--- config.mk ---
export PLATFORM = sky130hd
export DESIGN_NAME = alu_sequencer
export DESIGN_NICKNAME = d
export VERILOG_FILES = /design/src/rtl/alu_seq_pkg.sv /design/src/rtl/seq_prog_mem.sv /design/src/rtl/alu_sequencer.sv
export SDC_FILE = /design/constraint.sdc
export NUM_CORES = 1
export LEC_CHECK = 0
export CAP_MARGIN = 20
export CORE_MARGIN = 5
export CORE_UTILIZATION = 55
export DETAILED_ROUTE_END_ITERATION = 10
export PLACE_DENSITY = 0.73
export SKIP_LAST_GASP = 1
export SLEW_MARGIN = 20
export SYNTH_ARGS = -nofsm -noshare
export SYNTH_HDL_FRONTEND = slang
export SYNTH_HIERARCHICAL = 1
export SYNTH_SLANG_ARGS = --single-unit
--- constraint.sdc ---
create_clock -name clk -period 3.2 [get_ports clk]
set_input_delay 0.96 -clock clk [delete_from_list [all_inputs] [get_ports clk]]
set_output_delay 0.96 -clock clk [all_outputs]
set_load 0.03 [all_outputs]
--- src/rtl/alu_seq_pkg.sv ---
// Shared types and instruction-word field layout for the ALU sequencer.
package alu_seq_pkg;

    typedef enum logic [1:0] {
        IDLE  = 2'd0,
        ISSUE = 2'd1,
        WAIT  = 2'd2
    } seq_state_t;

    // Word layout from LSB upward: op, a, b, acc.
    function automatic int instr_w(input int data_w, input int op_w);
        return 1 + 2 * data_w + op_w;
    endfunction

    function automatic int a_lsb(input int op_w);
        return op_w;
    endfunction

    function automatic int b_lsb(input int data_w, input int op_w);
        return op_w + data_w;
    endfunction

    function automatic int acc_pos(input int data_w, input int op_w);
        return op_w + 2 * data_w;
    endfunction

endpackage

--- src/rtl/seq_prog_mem.sv ---
// Program store: one synchronous write port, one asynchronous read port.
module seq_prog_mem #(
    parameter int DEPTH = 32,
    parameter int IW    = 17,
    parameter int AW    = $clog2(DEPTH)
) (
    input  logic          clk,
    input  logic          we,
    input  logic [AW-1:0] waddr,
    input  logic [IW-1:0] wdata,
    input  logic [AW-1:0] raddr,
    output logic [IW-1:0] rdata
);

    logic [IW-1:0] mem [DEPTH];

    always_ff @(posedge clk) begin
        if (we) begin
            mem[waddr] <= wdata;
        end
    end

    assign rdata = mem[raddr];

endmodule

--- src/rtl/alu_sequencer.sv ---
// Steps through a small program, issuing one operation at a time to an
// external ALU and waiting (with timeout) for its completion handshake.
module alu_sequencer
    import alu_seq_pkg::*;
#(
    parameter int  DATA_W  = 8,
    parameter int  OP_W    = 4,
    parameter int  DEPTH   = 32,
    parameter int  TIMEOUT = 255,
    localparam int AW      = $clog2(DEPTH),
    localparam int IW      = instr_w(DATA_W, OP_W)
) (
    input  logic              clk,
    input  logic              rst,
    input  logic              prog_we,
    input  logic [AW-1:0]     prog_addr,
    input  logic [IW-1:0]     prog_wdata,
    input  logic              start,
    input  logic              stop,
    input  logic              loop_en,
    input  logic [AW-1:0]     last_addr,
    input  logic              alu_done,
    output logic [DATA_W-1:0] a,
    output logic [DATA_W-1:0] b,
    output logic [OP_W-1:0]   op,
    output logic              acc,
    output logic              alu_en,
    output logic              busy,
    output logic              done,
    output logic              err,
    output logic [AW-1:0]     pc,
    output logic [15:0]       op_count
);

    localparam int          TW      = $clog2(TIMEOUT + 1);
    localparam int          A_LSB   = a_lsb(OP_W);
    localparam int          B_LSB   = b_lsb(DATA_W, OP_W);
    localparam int          ACC_POS = acc_pos(DATA_W, OP_W);
    localparam logic [15:0] CNT_MAX = 16'hFFFF;

    seq_state_t    state, state_d;
    logic [AW-1:0] pc_d;
    logic [15:0]   op_count_d;
    logic [TW-1:0] timer, timer_d;
    logic          stop_req, stop_req_d;
    logic          err_d, done_d, alu_en_d;
    logic          load_word;
    logic          mem_we;
    logic [IW-1:0] word;

    // The program may only change while nothing is executing from it.
    assign mem_we = prog_we && (state == IDLE);
    assign busy   = (state != IDLE);

    seq_prog_mem #(
        .DEPTH (DEPTH),
        .IW    (IW),
        .AW    (AW)
    ) u_prog_mem (
        .clk   (clk),
        .we    (mem_we),
        .waddr (prog_addr),
        .wdata (prog_wdata),
        .raddr (pc),
        .rdata (word)
    );

    always_comb begin
        state_d    = state;
        pc_d       = pc;
        op_count_d = op_count;
        timer_d    = timer;
        stop_req_d = stop_req;
        err_d      = err;
        done_d     = 1'b0;
        alu_en_d   = 1'b0;
        load_word  = 1'b0;
        unique case (state)
            IDLE: begin
                if (start) begin
                    state_d    = ISSUE;
                    pc_d       = '0;
                    op_count_d = '0;
                    err_d      = 1'b0;
                    stop_req_d = 1'b0;
                end
            end
            ISSUE: begin
                load_word = 1'b1;
                alu_en_d  = 1'b1;
                timer_d   = '0;
                state_d   = WAIT;
                if (stop) stop_req_d = 1'b1;
            end
            WAIT: begin
                if (stop) stop_req_d = 1'b1;
                // A completion arriving on the timeout cycle still counts.
                if (alu_done) begin
                    if (op_count != CNT_MAX) op_count_d = op_count + 16'd1;
                    if (stop_req || stop) begin
                        state_d = IDLE;
                    end else if (pc == last_addr) begin
                        if (loop_en) begin
                            pc_d    = '0;
                            state_d = ISSUE;
                        end else begin
                            done_d  = 1'b1;
                            state_d = IDLE;
                        end
                    end else begin
                        pc_d    = pc + AW'(1);
                        state_d = ISSUE;
                    end
                end else if (timer == TW'(TIMEOUT - 1)) begin
                    err_d   = 1'b1;
                    state_d = IDLE;
                end else begin
                    timer_d = timer + TW'(1);
                end
            end
            default: state_d = IDLE;
        endcase
    end

    always_ff @(posedge clk or posedge rst) begin
        if (rst) begin
            state    <= IDLE;
            pc       <= '0;
            op_count <= '0;
            timer    <= '0;
            stop_req <= 1'b0;
            err      <= 1'b0;
            done     <= 1'b0;
            alu_en   <= 1'b0;
        end else begin
            state    <= state_d;
            pc       <= pc_d;
            op_count <= op_count_d;
            timer    <= timer_d;
            stop_req <= stop_req_d;
            err      <= err_d;
            done     <= done_d;
            alu_en   <= alu_en_d;
        end
    end

    // Operand registers hold the last issued word until the next issue.
    always_ff @(posedge clk or posedge rst) begin
        if (rst) begin
            a   <= '0;
            b   <= '0;
            op  <= '0;
            acc <= 1'b0;
        end else if (load_word) begin
            a   <= word[A_LSB +: DATA_W];
            b   <= word[B_LSB +: DATA_W];
            op  <= word[OP_W-1:0];
            acc <= word[ACC_POS];
        end
    end

endmodule

==> results.md <==
* Tot Pwr at 0.02300 W
* Final hold vios at 0
* Peak supply drop at 540.3 uV
* Slew headroom at 37.76%
* CTS Buf Count at about 70
* Sequential element share of the synthesized area at around 74%
* Clk pin slew, worst setup/hold paths at 60 ps
* Die Wd at 240.4 um
* Via Count at ~16000
* Slew Viols, Final at 0
* Post-synthesis register bit count at about 730
* DRT iter0 DRCs at between 2000 and 2500
* Vias per inst at around 6
* Fin crit period at approximately 3000 ps
* CTS tree: built
* Worst-path cell chain: inv_1, ha_2, inv_1, clkdlybuf4s50_1
* Root Driver: clkbuf_16
* Htree depth at 3
* Drt wl/cell at between 20 and 30 um
* Router iterations before antenna repair at 5
* Async S/R FF share, synth at between 7 and 8%
* Avg Cell Area, Syn at approximately 17 um2
* Top cell type's share of synthesized area at 69.13%
* Final setup margin at about 180 ps
* Placer Congestion at 0.8301
* # rows at 84
* Slowest CP cell: clkdlybuf4s50_1
* Yosys top cell by area: edfxtp_1
* Cell mode on critical path: inv_1
* I/O pin total at 84
* GRT Residual Overflow at 0
* Synth Net Count at between 1500 and 2000
* Die Span Y at between 200 and 250 um
* Placement Setup Slack at approximately 120 ps
* Data arrival, critical path at 2060 ps
* Area delta synth->final at 15.54%
* Layout fillers at ~3600
* Most frequent cells in the layout: edfxtp_1, mux2i_1, buf_4
* Clk_skew at 17.36 ps
* IO Port Bufs at 83
* Critical Path RT at between 2000 and 2500 ps
* Setup violators final at 0
* CP peak stage delay at a little under 600 ps
* Vias in the first global route at roughly 16000
* Top cells by area, synth: edfxtp_1, mux2i_1, dfrtp_1
* Setup TNS at 0 ps
* Min-Delay Path Class: flip-flop to flip-flop
* Sink Count at between 700 and 800
* Yosys warns at 6
* PD cells at a little under 700 nW/um2
* Distinct cells, synth at 50
* Critical path class: flip-flop to primary output
* Fin crit share at between 90% and 100%
* Ratio of cells with drive above 1 in the final layout at between 10% and 20%
* Critical Path Fanout Max at 9
* RSZ-0062 raised after global routing: no
* Post-route ant nets at 0
* Initial antenna violation count at 4
* Synth Instances at 1730
* Leading cell type in the layout, fill and taps excluded: edfxtp_1
* Starting density of the core at between 50 and 60%
* Worst Max-Slew Pin Slew at between 900 and 1000 ps
* Total Wirelength at 69.00 mm
* Post-Place Cell Area at approximately 31000 um2
* Synthesized area at just under 30000 um2
* Full die area at 57780 um2
* Final HPWL DP at roughly 42 mm
* Nets at 1947
* Largest net degree at the start of global routing at just under 100
* Leak pwr at around 11 nW
* Top FF cell, synth: edfxtp_1
* Global-route wire length before repair at between 100 and 150 mm
* CTS hold repair buffers at 0
* Number of synthesized flops with an enable pin at 672
* Critical Path Sink Type: primary output
* Status: complete, no violations
* Max-cap violations at 0
* Critical Path Source Type: flip-flop
* Fin area at about 34000 um2
* Maximum clock path buffer count at 3
* Core area at roughly 53000 um2
* Post-CTS setup buffers at 0
* DR DRC count at 0
* Clock Latency Late Sink at about 610 ps
* Tot GR Track Use at about a quarter
* # placed instances at 2515
* Post-Layout Cell Count at about 2600
* Highest Clock Rate at around 330 MHz
final cells by class:
class | count | area, um2 | area share (%)
Clock inverter | 34 | 291.5 | 0.8644
Sequential cell | 728 | 21580 | 64.00
Inverter | 14 | 52.55 | 0.1558
Clock buffer | 95 | 1952 | 5.787
Timing Repair Buffer | 194 | 1964 | 5.825
Multi-Input combinational cell | 891 | 7013 | 20.79
Antenna cell | 3 | 7.507 | 0.02226
Tap cell | 688 | 860.8 | 2.552
metal layers:
metal / track usage (%) / share of wire (%)
met5: 0 / 0
met4: 7.600 / 3.2
met3: 6.160 / 11
met2: 36.20 / 46
met1: 34.38 / 40
synthesized netlist by cell type (4+ instances only):
library cell,n
edfxtp_1,672
mux2i_1,344
a22oi_1,84
a21oi_1,60
nand2_1,59
nand3_1,58
dfrtp_1,56
nor2_1,44
a22o_1,42
clkbuf_1,37
nand4_1,27
nor3_1,25
buf_6,23
a31oi_1,22
mux2_2,21
buf_2,15
inv_1,14
o31ai_1,11
or4_1,11
buf_4,10
nand2b_1,9
xnor2_1,9
ha_1,8
nand3b_1,8
o21ai_0,8
buf_1,5
and4_1,4
nor2b_1,4
nor4_1,4
or3b_2,4
worst max-delay path, delay by kind of cell (launching register included):
kind	cells	cell delay (ps)
buffers and inverters	3	760
adders and majority gates	1	290
DFF	1	400
registers in the layout, indices dropped and copies added, names as in the netlist, 2 cells and up:
| name | flops |
|---|---|
| u_prog_mem/mem | 672 |
| op | 4 |
| timer | 8 |
| pc | 5 |
| b | 8 |
| op_count | 16 |
| a | 8 |
| state | 2 |
where the power goes:
group          total (W)  switching [W]  internal, W
Clock            0.00812        0.00342      0.00470
Sequential        0.0109       0.000192       0.0107
Combinational    0.00401        0.00230      0.00171
Total             0.0230        0.00591       0.0171
per-stage QoR:
stage                     util, %  hold slack, ps
after floorplan                 -           508.9
after CTS                   64.16           509.4
final                       64.18           506.6
after detailed placement    59.89           496.0
after global routing        64.17           522.6
after global placement      59.89           492.8
logic make-up (layout without fill, tap and decap cells):
family	after synthesis	count (layout)	synth area share (%)
other	0	3	0
AO/OA/AOI/OAI	240	240	5.709
AND/OR/NAND/NOR	269	269	4.728
adder cells (fa/ha/maj)	8	8	0.3429
multiplexers	365	365	12.61
XOR/XNOR	9	9	0.2701
buffers and inverters	111	337	2.413
flip-flops	728	728	73.93
what timing repair did:
| action | 4_1_cts | 5_1_grt |
|---|---|---|
| endpoints found under the setup margin | 0 | 1 |
| resized for setup | 0 | 1 |
| hold endpoints to repair | 0 | 0 |
path summary, 6_finish.rpt:
path	from	endpoint	slack [ps]	depth (start not counted)
worst min-delay path	a[2]	a[2]	510	1
min in group asynchronous	rst	op_count[10]	740	3
worst min register to register	a[2]	a[2]	510	1
worst max-delay path	state[0]	busy	180	4
worst max register to register	pc[1]	acc	480	8
max in group asynchronous	rst	pc[0]	2150	3
(Power assumes the default switching activity.)
